**config.mk**
```make
export PLATFORM = sky130hd
export DESIGN_NAME = mac_sequencer
export DESIGN_NICKNAME = d
export VERILOG_FILES = /design/src/rtl/mac_sequencer.sv
export SDC_FILE = /design/constraint.sdc
export NUM_CORES = 1
export LEC_CHECK = 0
export CAP_MARGIN = 20
export CORE_MARGIN = 2
export CORE_UTILIZATION = 55
export CTS_BUF_LIST = sky130_fd_sc_hd__clkbuf_16
export DETAILED_ROUTE_END_ITERATION = 8
export GPL_TIMING_DRIVEN = 0
export PLACE_DENSITY = 0.87
export RECOVER_POWER = 50
export SYNTH_ARGS = -nofsm -noshare
export SYNTH_HDL_FRONTEND = slang
export SYNTH_SLANG_ARGS = --single-unit
export TNS_END_PERCENT = 30
```
**constraint.sdc**
```tcl
create_clock -name clk -period 19.4 [get_ports clk]
set_input_delay 3.88 -clock clk [delete_from_list [all_inputs] [get_ports clk]]
set_output_delay 3.88 -clock clk [all_outputs]
set_load 0.05 [all_outputs]
```
**src/rtl/mac_sequencer.sv**
```systemverilog
// Queues signed operand pairs and drives a sequential multiplier, accumulating a wrapping 64-bit dot product.
// Per pair: issue + multiplier latency + capture + accumulate; in_ready = FIFO not full, result held until out_ready.

module mac_fifo #(
   parameter int WIDTH = 65,
   parameter int DEPTH = 2
) (
   input  logic             clk,
   input  logic             rst,
   input  logic             push,
   input  logic             pop,
   input  logic [WIDTH-1:0] wdata,
   output logic [WIDTH-1:0] rdata,
   output logic             full,
   output logic             empty
);
   localparam int AW = (DEPTH > 1) ? $clog2(DEPTH) : 1;

   logic [WIDTH-1:0] mem [DEPTH];
   logic [AW-1:0]    wr_ptr;
   logic [AW-1:0]    rd_ptr;
   logic [AW:0]      count;
   logic             push_ok;
   logic             pop_ok;

   assign full    = (count == (AW+1)'(DEPTH));
   assign empty   = (count == '0);
   assign rdata   = mem[rd_ptr];
   assign push_ok = push && !full;
   assign pop_ok  = pop && !empty;

   always_ff @(posedge clk) begin
      if (push_ok) mem[wr_ptr] <= wdata;
   end

   // Pointers are log2(DEPTH) bits wide, so the increment wraps modulo DEPTH.
   always_ff @(posedge clk or posedge rst) begin
      if (rst) begin
         wr_ptr <= '0;
         rd_ptr <= '0;
         count  <= '0;
      end else begin
         if (push_ok) wr_ptr <= wr_ptr + 1'b1;
         if (pop_ok)  rd_ptr <= rd_ptr + 1'b1;
         case ({push_ok, pop_ok})
            2'b10:   count <= count + 1'b1;
            2'b01:   count <= count - 1'b1;
            default: count <= count;
         endcase
      end
   end
endmodule

module mac_sequencer #(
   parameter int FIFO_DEPTH = 2
) (
   input  logic        clk,
   input  logic        rst,
   input  logic        in_valid,
   output logic        in_ready,
   input  logic [31:0] in_a,
   input  logic [31:0] in_b,
   input  logic        in_last,
   output logic        mul_start,
   output logic [31:0] mul_a,
   output logic [31:0] mul_b,
   input  logic        mul_ready,
   input  logic [63:0] mul_product,
   output logic        out_valid,
   input  logic        out_ready,
   output logic [63:0] out_acc,
   output logic        out_ovf,
   output logic        busy
);
   typedef enum logic [2:0] {IDLE, ISSUE, WAIT, ACCUM, OUT} state_t;

   state_t      state;
   logic        fifo_full;
   logic        fifo_empty;
   logic        push;
   logic        pop;
   logic [64:0] head;
   logic        last_r;
   logic [63:0] prod_r;
   logic [63:0] acc;
   logic [63:0] sum;
   logic        ovf;
   logic        ovf_step;

   assign in_ready = !fifo_full;
   assign push     = in_valid && !fifo_full;
   assign pop      = (state == IDLE) && !fifo_empty;

   mac_fifo #(.WIDTH(65), .DEPTH(FIFO_DEPTH)) u_fifo (
      .clk   (clk),
      .rst   (rst),
      .push  (push),
      .pop   (pop),
      .wdata ({in_last, in_a, in_b}),
      .rdata (head),
      .full  (fifo_full),
      .empty (fifo_empty)
   );

   // Signed overflow: operands of equal sign producing a sum of the other sign.
   assign sum      = acc + prod_r;
   assign ovf_step = (acc[63] == prod_r[63]) && (sum[63] != acc[63]);

   assign out_acc = acc;
   assign out_ovf = ovf;
   assign busy    = (state != IDLE) || !fifo_empty;

   always_ff @(posedge clk or posedge rst) begin
      if (rst) begin
         state     <= IDLE;
         mul_start <= 1'b0;
         mul_a     <= '0;
         mul_b     <= '0;
         last_r    <= 1'b0;
         prod_r    <= '0;
         acc       <= '0;
         ovf       <= 1'b0;
         out_valid <= 1'b0;
      end else begin
         case (state)
            IDLE: begin
               if (!fifo_empty) begin
                  mul_a     <= head[63:32];
                  mul_b     <= head[31:0];
                  last_r    <= head[64];
                  mul_start <= 1'b1;
                  state     <= ISSUE;
               end
            end
            ISSUE: begin
               mul_start <= 1'b0;
               state     <= WAIT;
            end
            WAIT: begin
               if (mul_ready) begin
                  prod_r <= mul_product;
                  state  <= ACCUM;
               end
            end
            ACCUM: begin
               acc <= sum;
               ovf <= ovf | ovf_step;
               if (last_r) begin
                  out_valid <= 1'b1;
                  state     <= OUT;
               end else begin
                  state <= IDLE;
               end
            end
            OUT: begin
               if (out_ready) begin
                  acc       <= '0;
                  ovf       <= 1'b0;
                  out_valid <= 1'b0;
                  state     <= IDLE;
               end
            end
            default: state <= IDLE;
         endcase
      end
   end

   a_start_pulse: assert property (@(posedge clk) disable iff (rst) mul_start |=> !mul_start);
   a_out_state:   assert property (@(posedge clk) disable iff (rst) out_valid |-> state == OUT);
   a_out_hold:    assert property (@(posedge clk) disable iff (rst)
                     (out_valid && !out_ready) |=> (out_valid && $stable(out_acc) && $stable(out_ovf)));
endmodule

```
**Word-level counts from Yosys, hierarchy flattened**

Memories as Yosys holds them, arrays and structs flattened. A register that Yosys moved wholly into a read port is not among the register bits.
Index checks and enable logic that the tools add are counted.

- RAM bits: 130
- Word-level logic and storage cells: 66
- Input bits: 134
- Output and inout port bits: 133
- Flip-flop bits (word level): 138
- Memories kept: 1

Memory list:

| memory | depth | bits a word | rd ports | clocked after memory_dff | write ports | line | RTL |
|---|---|---|---|---|---|---|---|
| u_fifo.mem | 2 | 65 | 1 | 1 | 1 | 19 | `logic [WIDTH-1:0] mem [DEPTH];` |

- $add $sub $neg: 5
- Multiplexer cells: 16
- Reduce and logical (&&, ||, !) cells: 20
- Bitwise logic cells: 2
- Eq/ne operators: 13

Operators by type and width:

| cell | count |
|---|---|
| case mux 64 bit (2 select lines) | 1 |
| adder 64 bit | 1 |
| 2-to-1 mux 64 bit | 1 |
| case mux 3 bit (5 select lines) | 1 |
| 2-to-1 mux 3 bit | 4 |
| inequality test 2 bit, second input constant | 4 |
| AND reduction 2 bit | 4 |
| == test 3 x 2 -> 1 bit, second input constant | 2 |
| case mux 1 bit (2 select lines) | 3 |
| AND reduction 3 bit | 2 |
| nonzero test 2 bit | 3 |
| logical AND 1 bit | 5 |
| 2-to-1 mux 1 bit | 5 |
| == test 2 bit, second input constant | 2 |
| case mux 2 bit (2 select lines) | 1 |
| == test 3 x 1 -> 1 bit, second input constant | 1 |
| == test 3 bit, second input constant | 1 |
| logical NOT 3 bit | 1 |
| nonzero test 3 bit | 1 |
| adder 1 bit, second input constant | 2 |
| adder 2 x 1 -> 2 bit, second input constant | 1 |
| == test 2 x 1 -> 1 bit, second input constant | 1 |
| logical NOT 1 bit | 2 |
| logical NOT 2 bit | 1 |
| other kinds (6) | 6 |

**Depth between registers and ports, before layout**

Gate-level depths: netlist of the first run.

- Depth after elaboration: 6
- Mapped depth: 13
- Mapped depth without buffers: 13

**Cells and area by module**

A second synthesis of the first run with hierarchy kept.

- Cell total of the unflattened synthesis: 1,284
- Area total of the unflattened synthesis: 16,219.3 um2

By module, submodules not included:

| module | area each (um2) | instances | cells each | sequential area each (um2) |
|---|---|---|---|---|
| mac_sequencer | 11,169.5 | 1 | 1,063 | 4,979.8 |
| mac_fifo | 5,049.8 | 1 | 221 | 4,003.8 |

**Worst setup path after synthesis of the first run**

OpenSTA, ideal clock, no wires.

- Path type: input to register
- Start point: in in_valid
- End point: mem u_fifo.mem[0][0] (enable)
- Data arrival time: 6.716 ns
- Cell stages on the path: 2
- Buffers on the path: 0
- Required time: 18.911 ns
- Setup time: 0.489 ns
- Setup slack: 12.195 ns
- Path through: nand2_1 -> nor2_1

- Word-level cells in the longest chain between the ends: 4

RTL lines:

| element | line | RTL |
|---|---|---|
| start, declared | 59 | `input logic in_valid,` |
| logical AND 1 bit | 91 | `assign push = in_valid && !fifo_full;` |
| logical AND 1 bit | 29 | `assign push_ok = push && !full;` |
| 2-to-1 mux 1 bit | 33 | `if (push_ok) mem[wr_ptr] <= wdata;` |
| 2-to-1 mux 1 bit (implied by the code) | 33 |  |
| end, declared | 19 |  |

Every way passes these cells.

==> impl_metrics.ini, run 1 <==
[status]
status = complete, but fails checks
violations = max-capacitance violations, max-slew violations

[die]
row_count = 62
die_area_um2 = 30200
dieWidth_um = 174
core_area_um2 = 28500
start_util = 0.555
fp.dieH_um = 174
pin_count = 267

[final_layout]
drive_above_1_share = 0.0972
syn_to_final_growth_pct = 27.9
finalNetCount = 1860
final_core_util = 0.710
regArea_um2 = 8980
fillerInstances = 1958
multiInputGateArea_um2 = 6390

[yosys]
synth_cell_types = 83
syn_area_um2 = 15900
synth_most_common_cell = dfrtp_1
synth_top_area_frac = 0.320
synth_seq_cells = 333
synth_edf_count = 130
synth_area_leaders = dfrtp_1, edfxtp_1, ha_1, mux2_2, mux2i_1
synth_ff_type = dfrtp_1
synthCells = 1353
ys_seq_area_frac = 0.567
ys_async_sr_fraction = 0.610
yosys_warnings = 0
syn_area_per_cell_um2 = 11.7
synth_commonest_cells = dfrtp_1, edfxtp_1, a21oi_1
yosysTopAreaCell = dfrtp_1
synth_fp_nets = 1552

[timing]
fin_tns_setup_ns = 0
setup_ws_ns = 11.69
min_period_ns = 7.71
worstMarginPinSlew_ns = 5.19
max-slew-margin-rel = -2.48
drv_slew = 200
fmax_mhz = 130
rsz0062_at_grt = false
hold_viol_final = 0
finalCritPeriodShare = 0.398
fin_skew_ns = 0.0184
hold_slack_ns = 0.509
setup_viol = 0

[clock_network]
clock_latency_ns = 0.53
cts.sinks = 333
cts_buffers = 36
clockRootBuffer = clkbuf_16
clk_pin_slew_ns = 0.05
htree_levels = 2
clk_path_buf_depth = 3
cts_setup_buffers = 0
cts_tree = built
cts_resized = 0
ctsHoldBuffers = 0

[global_routing]
grt_pass1_wl_mm = 68.0
grt_use_total = 0.284
grt_pass1_vias = 12595
grt_antenna_before_repair = 12
grt.overflow.total = 0
grt_max_degree = 115

[detailed_routing]
drt_wl_total_mm = 43.1
routed_via_density = 5.82
vias = 12111
drcViolationCount = 0
antenna_left = 0
drtIter0Drc = 833
firstDrtPassIters = 6
wl_per_cell_um = 20.7

[hold_path]
holdCritPathClass = register to register

[worst_setup_path]
crit_family = buffers and inverters
worstPathRequired_ns = 19.09
startpoint_type = input pin
crit_type = input pin to asynchronous set/reset pin
slowest_delay_ns = 2.90
critPathArrivalTime_ns = 7.40
slowest_stage = clkinvlp_2
crit_buf_inv = 2
endpoint_kind = asynchronous set/reset pin
cp_cell_sequence = dlygate4sd3_1 -> clkinvlp_2
critPathMaxFanout = 114

[place]
dp.final_hpwl_mm = 29.7
dp_slack_ns = 12.66
port_buffers = 266
gp_congestion = 0.891

[job]
maxCapViolations = 3
-- metrics by stage --
stage | instances | instance area, µm²
2_1_floorplan | 1353 | 15900
4_1_cts | 2072 | 20300
5_1_grt | 2077 | 20300
3_3_place_gp | 2003 | 19000
6_report | 2081 | 20300
3_5_place_dp | 2007 | 19100
-- final cells by class --
class                           count  share of cell area
Antenna cell                        9             0.00111
Tap cell                          384              0.0237
Buffer                             73              0.0189
Timing Repair Buffer              270               0.135
Clock inverter                     28              0.0127
Inverter                           24             0.00451
Multi-Input combinational cell    923               0.315
Clock buffer                       37              0.0457
Sequential cell                   333               0.443
-- worst paths after layout --
check,startpoint,endpoint,slack [ns],cells past startpoint
worst max-delay path,rst,out_acc[48],11.69,2
worst min-delay path,prod_r[8],prod_r[8],0.51,1
worst max register to register,out_acc[0],out_acc[60],15.63,13
worst min register to register,prod_r[8],prod_r[8],0.51,1
max in group clk,in_valid,u_fifo.mem[1][37],12.69,2
min in group asynchronous,rst,mul_a[23],5.42,2
-- state kept, by name, summed over array words and instances (netlist names) --
signal / flops
mul_start: 1
last_r: 1
out_ovf: 1
u_fifo.count: 2
mul_a: 32
u_fifo.rd_ptr: 1
mul_b: 32
u_fifo.wr_ptr: 1
out_valid: 1
prod_r: 64
out_acc: 64
state: 3
u_fifo.mem: 130
-- logic make-up (layout without fill, tap and decap cells) --
kind of cell,after synthesis,in the layout,synth area share
AO/OA/AOI/OAI,345,345,0.133
adder cells (fa/ha/maj),65,65,0.0518
XOR/XNOR,63,63,0.0348
buffers and inverters,97,432,0.0305
AND/OR/NAND/NOR,318,318,0.0949
other,0,9,0
multiplexers,132,132,0.0883
flip-flops,333,333,0.567
-- metal layers --
metal	vias to the layer above	GRT usage	wire length, µm
met5	-	0	86
met4	12	0.107	1570
met3	126	0.0827	3580
met2	495	0.489	21100
met1	5897	0.340	16800
li1	5581	-	-
-- cells in the final DEF, fill, tap and decap left out, drive strengths merged, types with 7 or more instances in the layout --
| master | netlist | final |
|---|---|---|
| a211oi | 9 | 9 |
| a21o | 24 | 24 |
| a21oi | 132 | 132 |
| a31oi | 15 | 15 |
| and3 | 12 | 12 |
| buf | 18 | 21 |
| clkbuf | 53 | 91 |
| clkdlybuf4s50 | 1 | 198 |
| clkinv | 0 | 13 |
| dfrtp | 203 | 203 |
| diode | 0 | 9 |
| dlygate4sd3 | 0 | 69 |
| edfxtp | 130 | 130 |
| ha | 64 | 64 |
| inv | 24 | 34 |
| mux2 | 63 | 63 |
| mux2i | 69 | 69 |
| nand2 | 96 | 96 |
| nand2b | 7 | 7 |
| nand3 | 34 | 34 |
| nand4 | 22 | 22 |
| nor2 | 99 | 99 |
| nor3 | 10 | 10 |
| o21ai | 104 | 104 |
| o21bai | 9 | 9 |
| xnor2 | 36 | 36 |
| xor2 | 27 | 27 |
Power of run 1 is not shown: default switching activity piles up to over one toggle a cycle in this logic, so the estimate is an artifact.
==> run 2, diff against run 1 <==
--- a/config.mk
+++ b/config.mk
@@ -7,11 +7,11 @@
 export LEC_CHECK = 0
 export CAP_MARGIN = 20
 export CORE_MARGIN = 2
-export CORE_UTILIZATION = 55
+export CORE_UTILIZATION = 49
 export CTS_BUF_LIST = sky130_fd_sc_hd__clkbuf_16
 export DETAILED_ROUTE_END_ITERATION = 8
 export GPL_TIMING_DRIVEN = 0
-export PLACE_DENSITY = 0.87
+export PLACE_DENSITY = 0.82
 export RECOVER_POWER = 50
 export SYNTH_ARGS = -nofsm -noshare
 export SYNTH_HDL_FRONTEND = slang
==> constraint.sdc (replaced) <==
create_clock -name clk -period 6.74 [get_ports clk]
set_input_delay 1.348 -clock clk [delete_from_list [all_inputs] [get_ports clk]]
set_output_delay 1.348 -clock clk [all_outputs]
set_load 0.05 [all_outputs]
==> run 2 against run 1 <==
The run still ends with max-capacitance violations, max-slew violations left; final cell count increased by 0.91%; critical path depth increased by 1; sequential share of layout area increased by 0.066 points; largest cell class unchanged; sequential cell count unchanged; utilization decreased by 7.2 points; highest routed layer unchanged.
==> impl_metrics.ini, run 2 (synthesis gave the netlist of run 1 again) <==
[status]
status = complete, but fails checks
violations = max-capacitance violations, max-slew violations

[clock_network]
clock_latency_ns = 0.51
clk_path_buf_depth = 3
cts_tree = built
cts_buffers = 37
cts_resized = 0
htree_levels = 2
ctsHoldBuffers = 0
cts.sinks = 333
clk_pin_slew_ns = 0.06
clockRootBuffer = clkbuf_16
cts_setup_buffers = 0

[worst_setup_path]
cp_cell_sequence = dlygate4sd3_1 -> and3_1 -> clkbuf_1
crit_type = input pin to register
reg2reg_depth = 3
slowest_stage = clkbuf_1
rrSetupSlack_ns = 2.87
startpoint_type = input pin
endpoint_kind = register
reg2reg_from = u_fifo.count[0]
critPathArrivalTime_ns = 4.71
critPathMaxFanout = 51
r2r_end = u_fifo.mem[1][39]
worstPathRequired_ns = 6.80
slowest_delay_ns = 2.14

[final_layout]
layout_common_cells = dfrtp_1, clkdlybuf4s50_1, edfxtp_1
final_core_util = 0.638
finalNetCount = 1866
largest_register = u_fifo.mem
final_area_um2 = 20200
syn_to_final_growth_pct = 27.7
drive_above_1_share = 0.0973
largest_register_ffs = 130
layout_commonest_cell = dfrtp_1

[die]
core_area_um2 = 31700
pin_count = 267
fp.dieH_um = 184
dieWidth_um = 184
start_util = 0.500
die_area_um2 = 33800
row_count = 65

[global_routing]
grt_use_total = 0.250
grt_pass1_vias = 12459
grt_max_degree = 52
grt.overflow.total = 0
grt_pass1_wl_mm = 66.4
grt_antenna_before_repair = 14

[timing]
hold_viol_final = 0
fin_tns_setup_ns = 0
fmax_mhz = 215
drv_slew = 200
fin_skew_ns = 0.00962
finalCritPeriodShare = 0.689
setup_viol = 0
rsz0062_at_grt = false
min_period_ns = 4.64
worstMarginPinSlew_ns = 2.96
max-slew-margin-rel = -0.971

[hold_path]
whs_path_depth = 1
min-delay-start = mul_start
holdCritPathClass = register to register
min_to = mul_start

[detailed_routing]
vias = 11925
drtIter0Drc = 722
firstDrtPassIters = 5
wl_per_cell_um = 19.9
drt_wl_total_mm = 41.8
antenna_left = 0
routed_via_density = 5.68
drcViolationCount = 0

[place]
gp_congestion = 0.872
dp.final_hpwl_mm = 30.2
postPlaceCellArea_um2 = 19200
port_buffers = 266

[job]
maxCapViolations = 5
==> run 2: changes by cell type in the layout (fill, tap and decap cells not counted), moves of 2 or more <==
| cell | previous run | this run |
|---|---|---|
| buf_12 | 1 | 3 |
| buf_16 | 2 | 0 |
| clkbuf_1 | 47 | 53 |
| clkinv_1 | 5 | 7 |
| clkinv_2 | 6 | 4 |
| clkinvlp_4 | 0 | 5 |
| diode_2 | 9 | 3 |
| inv_1 | 34 | 32 |
| inv_6 | 0 | 2 |
==> run 2: worst max-delay path by stage <==
stage	cells after the start	slack [ns]	end	startpoint
floorplan	2	2.07	u_fifo.mem[0][0]	in_valid
global placement	3	0.02	u_fifo.mem[0][33]	in_valid
detailed placement	5	2.27	prod_r[8]	mul_ready
CTS	5	2.81	prod_r[8]	mul_ready
global route	3	1.82	u_fifo.mem[1][45]	in_valid
finish	3	2.10	u_fifo.mem[1][39]	in_valid
==> run 2: critical path, delay by kind of cell <==
family | cells | cell delay (ns)
buffers and inverters | 2 | 2.68
AND/OR/NAND/NOR | 1 | 0.64
==> run 2: metrics by stage <==
step / setup slack [ns] / cells / hold slack [ns]
CTS: 2.81 / 2097 / 0.489
finish: 2.10 / 2100 / 0.487
detailed placement: 2.27 / 2030 / 0.466
floorplan: 2.07 / 1353 / 0.461
global placement: 0.0222 / 2021 / 0.460
global route: 1.82 / 2097 / 0.518
==> run 2: area by class of cell <==
| class | instances | area [µm²] |
|---|---|---|
| Antenna cell | 3 | 7.51 |
| Buffer | 73 | 374 |
| Clock buffer | 37 | 926 |
| Clock inverter | 30 | 225 |
| Fill cell | 2439 | 11500 |
| Inverter | 24 | 91.3 |
| Multi-Input combinational cell | 923 | 6390 |
| Sequential cell | 333 | 8980 |
| Tap cell | 402 | 503 |
| Timing Repair Buffer | 275 | 2750 |
==> run 2: routing by layer <==
layer | vias to the layer above | GRT usage | wire (µm)
met5 | - | 0 | 159
met4 | 22 | 0.0787 | 1100
met3 | 93 | 0.0846 | 3710
met2 | 431 | 0.420 | 20200
met1 | 5798 | 0.305 | 16700
li1 | 5581 | - | -
Power of run 2 is left out for the same reason.
==> run 3, diff against run 2 <==
==> constraint.sdc (replaced) <==
create_clock -name clk -period 3.85 [get_ports clk]
set_input_delay 0.77 -clock clk [delete_from_list [all_inputs] [get_ports clk]]
set_output_delay 0.77 -clock clk [all_outputs]
set_load 0.05 [all_outputs]
==> run 3 against run 2 <==
The flow still finishes with violations (max-capacitance violations, max-slew violations); wire length increased by 0.12%; final area increased by 0.18%; utilization increased by 0.11 points; worst setup slack got worse by 1.8 ns; clock skew hardly changed; critical path depth rose by 8; clock-buffer cell count did not move; sequential share of layout area fell by 0.079 points; via count hardly changed.
==> impl_metrics.ini, run 3 (synthesis gave the netlist of run 1 again) <==
[status]
status = complete, but fails checks
violations = max-capacitance violations, max-slew violations

[place]
port_buffers = 266
dp.final_hpwl_mm = 30.2
dp_slack_ns = -0.0421
gp_congestion = 0.872

[clock_network]
clk_path_buf_depth = 3
clock_latency_ns = 0.51
clk_pin_slew_ns = 0.06
cts_tree = built
cts_setup_buffers = 0
ctsHoldBuffers = 0
cts_buffers = 37
htree_levels = 2
cts.sinks = 333
clockRootBuffer = clkbuf_16
cts_resized = 0

[die]
pin_count = 267
start_util = 0.500
fp.dieH_um = 184
core_area_um2 = 31700
die_area_um2 = 33800
row_count = 65
dieWidth_um = 184

[worst_setup_path]
worstPathRequired_ns = 4.25
endpoint_kind = register
critPathMaxFanout = 6
startpoint_type = register
rrSetupSlack_ns = 0.32
crit_type = register to register
critPathArrivalTime_ns = 3.93

[final_layout]
layout_common_cells = dfrtp_1, clkdlybuf4s50_1, edfxtp_1
finalNetCount = 1866
final_core_util = 0.639
syn_to_final_growth_pct = 27.9
layout_commonest_cell = dfrtp_1
largest_register_ffs = 130
largest_register = u_fifo.mem
drive_above_1_share = 0.0997

[detailed_routing]
firstDrtPassIters = 5
drcViolationCount = 0
routed_via_density = 5.68
drt_wl_total_mm = 41.9
drtIter0Drc = 765
wl_per_cell_um = 20.0
antenna_left = 0
vias = 11926

[global_routing]
grt_use_total = 0.250
grt.overflow.total = 0
grt_pass1_vias = 12459
grt_pass1_wl_mm = 66.4
grt_max_degree = 52
grt_antenna_before_repair = 13

[timing]
finalCritPeriodShare = 0.917
drv_slew = 148
rsz0062_at_grt = false
min_period_ns = 3.53
hold_slack_ns = 0.487
worstMarginPinSlew_ns = 1.91
fin_skew_ns = 0.00951
hold_viol_final = 0
fmax_mhz = 283
fin_tns_setup_ns = 0
max-slew-margin-rel = -0.276
setup_ws_ns = 0.321
setup_viol = 0

[hold_path]
holdCritPathClass = register to register

[job]
maxCapViolations = 4
==> run 3: path summary, 6_finish.rpt <==
path	from	endpoint	cells after the start
max	out_acc[18]	out_ovf	11
min	mul_start	mul_start	1
max reg2reg	out_acc[18]	out_ovf	11
min reg2reg	mul_start	mul_start	1
max in group asynchronous	rst	prod_r[56]	3
min in group asynchronous	rst	out_acc[19]	2
==> run 3: area by class of cell <==
type,instances,area [µm²]
Inverter,24,91.3
Timing Repair Buffer,275,2770
Buffer,73,384
Clock buffer,37,926
Clock inverter,30,225
Multi-Input combinational cell,923,6390
Tap cell,402,503
Antenna cell,2,5.00
Sequential cell,333,8980
Fill cell,2430,11400
==> run 3: worst max-delay path: stages, from the launching register on <==
cell	delay [ns]
dfrtp_1	0.45
ha_1	0.40
a21oi_1	0.27
o21ai_0	0.20
a41oi_1	0.49
inv_1	0.10
a211o_1	0.36
o211ai_1	0.28
a21boi_1	0.13
o41ai_2	0.39
mux2i_1	0.28
nand2_1	0.07
==> run 3: metal layers <==
| metal | track usage | routed length [µm] | vias to the layer above |
|---|---|---|---|
| li1 | - | - | 5588 |
| met1 | 0.305 | 16900 | 5808 |
| met2 | 0.420 | 20100 | 412 |
| met3 | 0.0846 | 3680 | 96 |
| met4 | 0.0787 | 1110 | 22 |
| met5 | 0 | 159 | - |
==> run 3: per-stage QoR <==
step,area (µm²),instances
after CTS,20400,2097
after global placement,19000,2021
after detailed placement,19200,2030
after global routing,20300,2097
final,20300,2099
after floorplan,15900,1353
Power of run 3 is left out for the same reason.
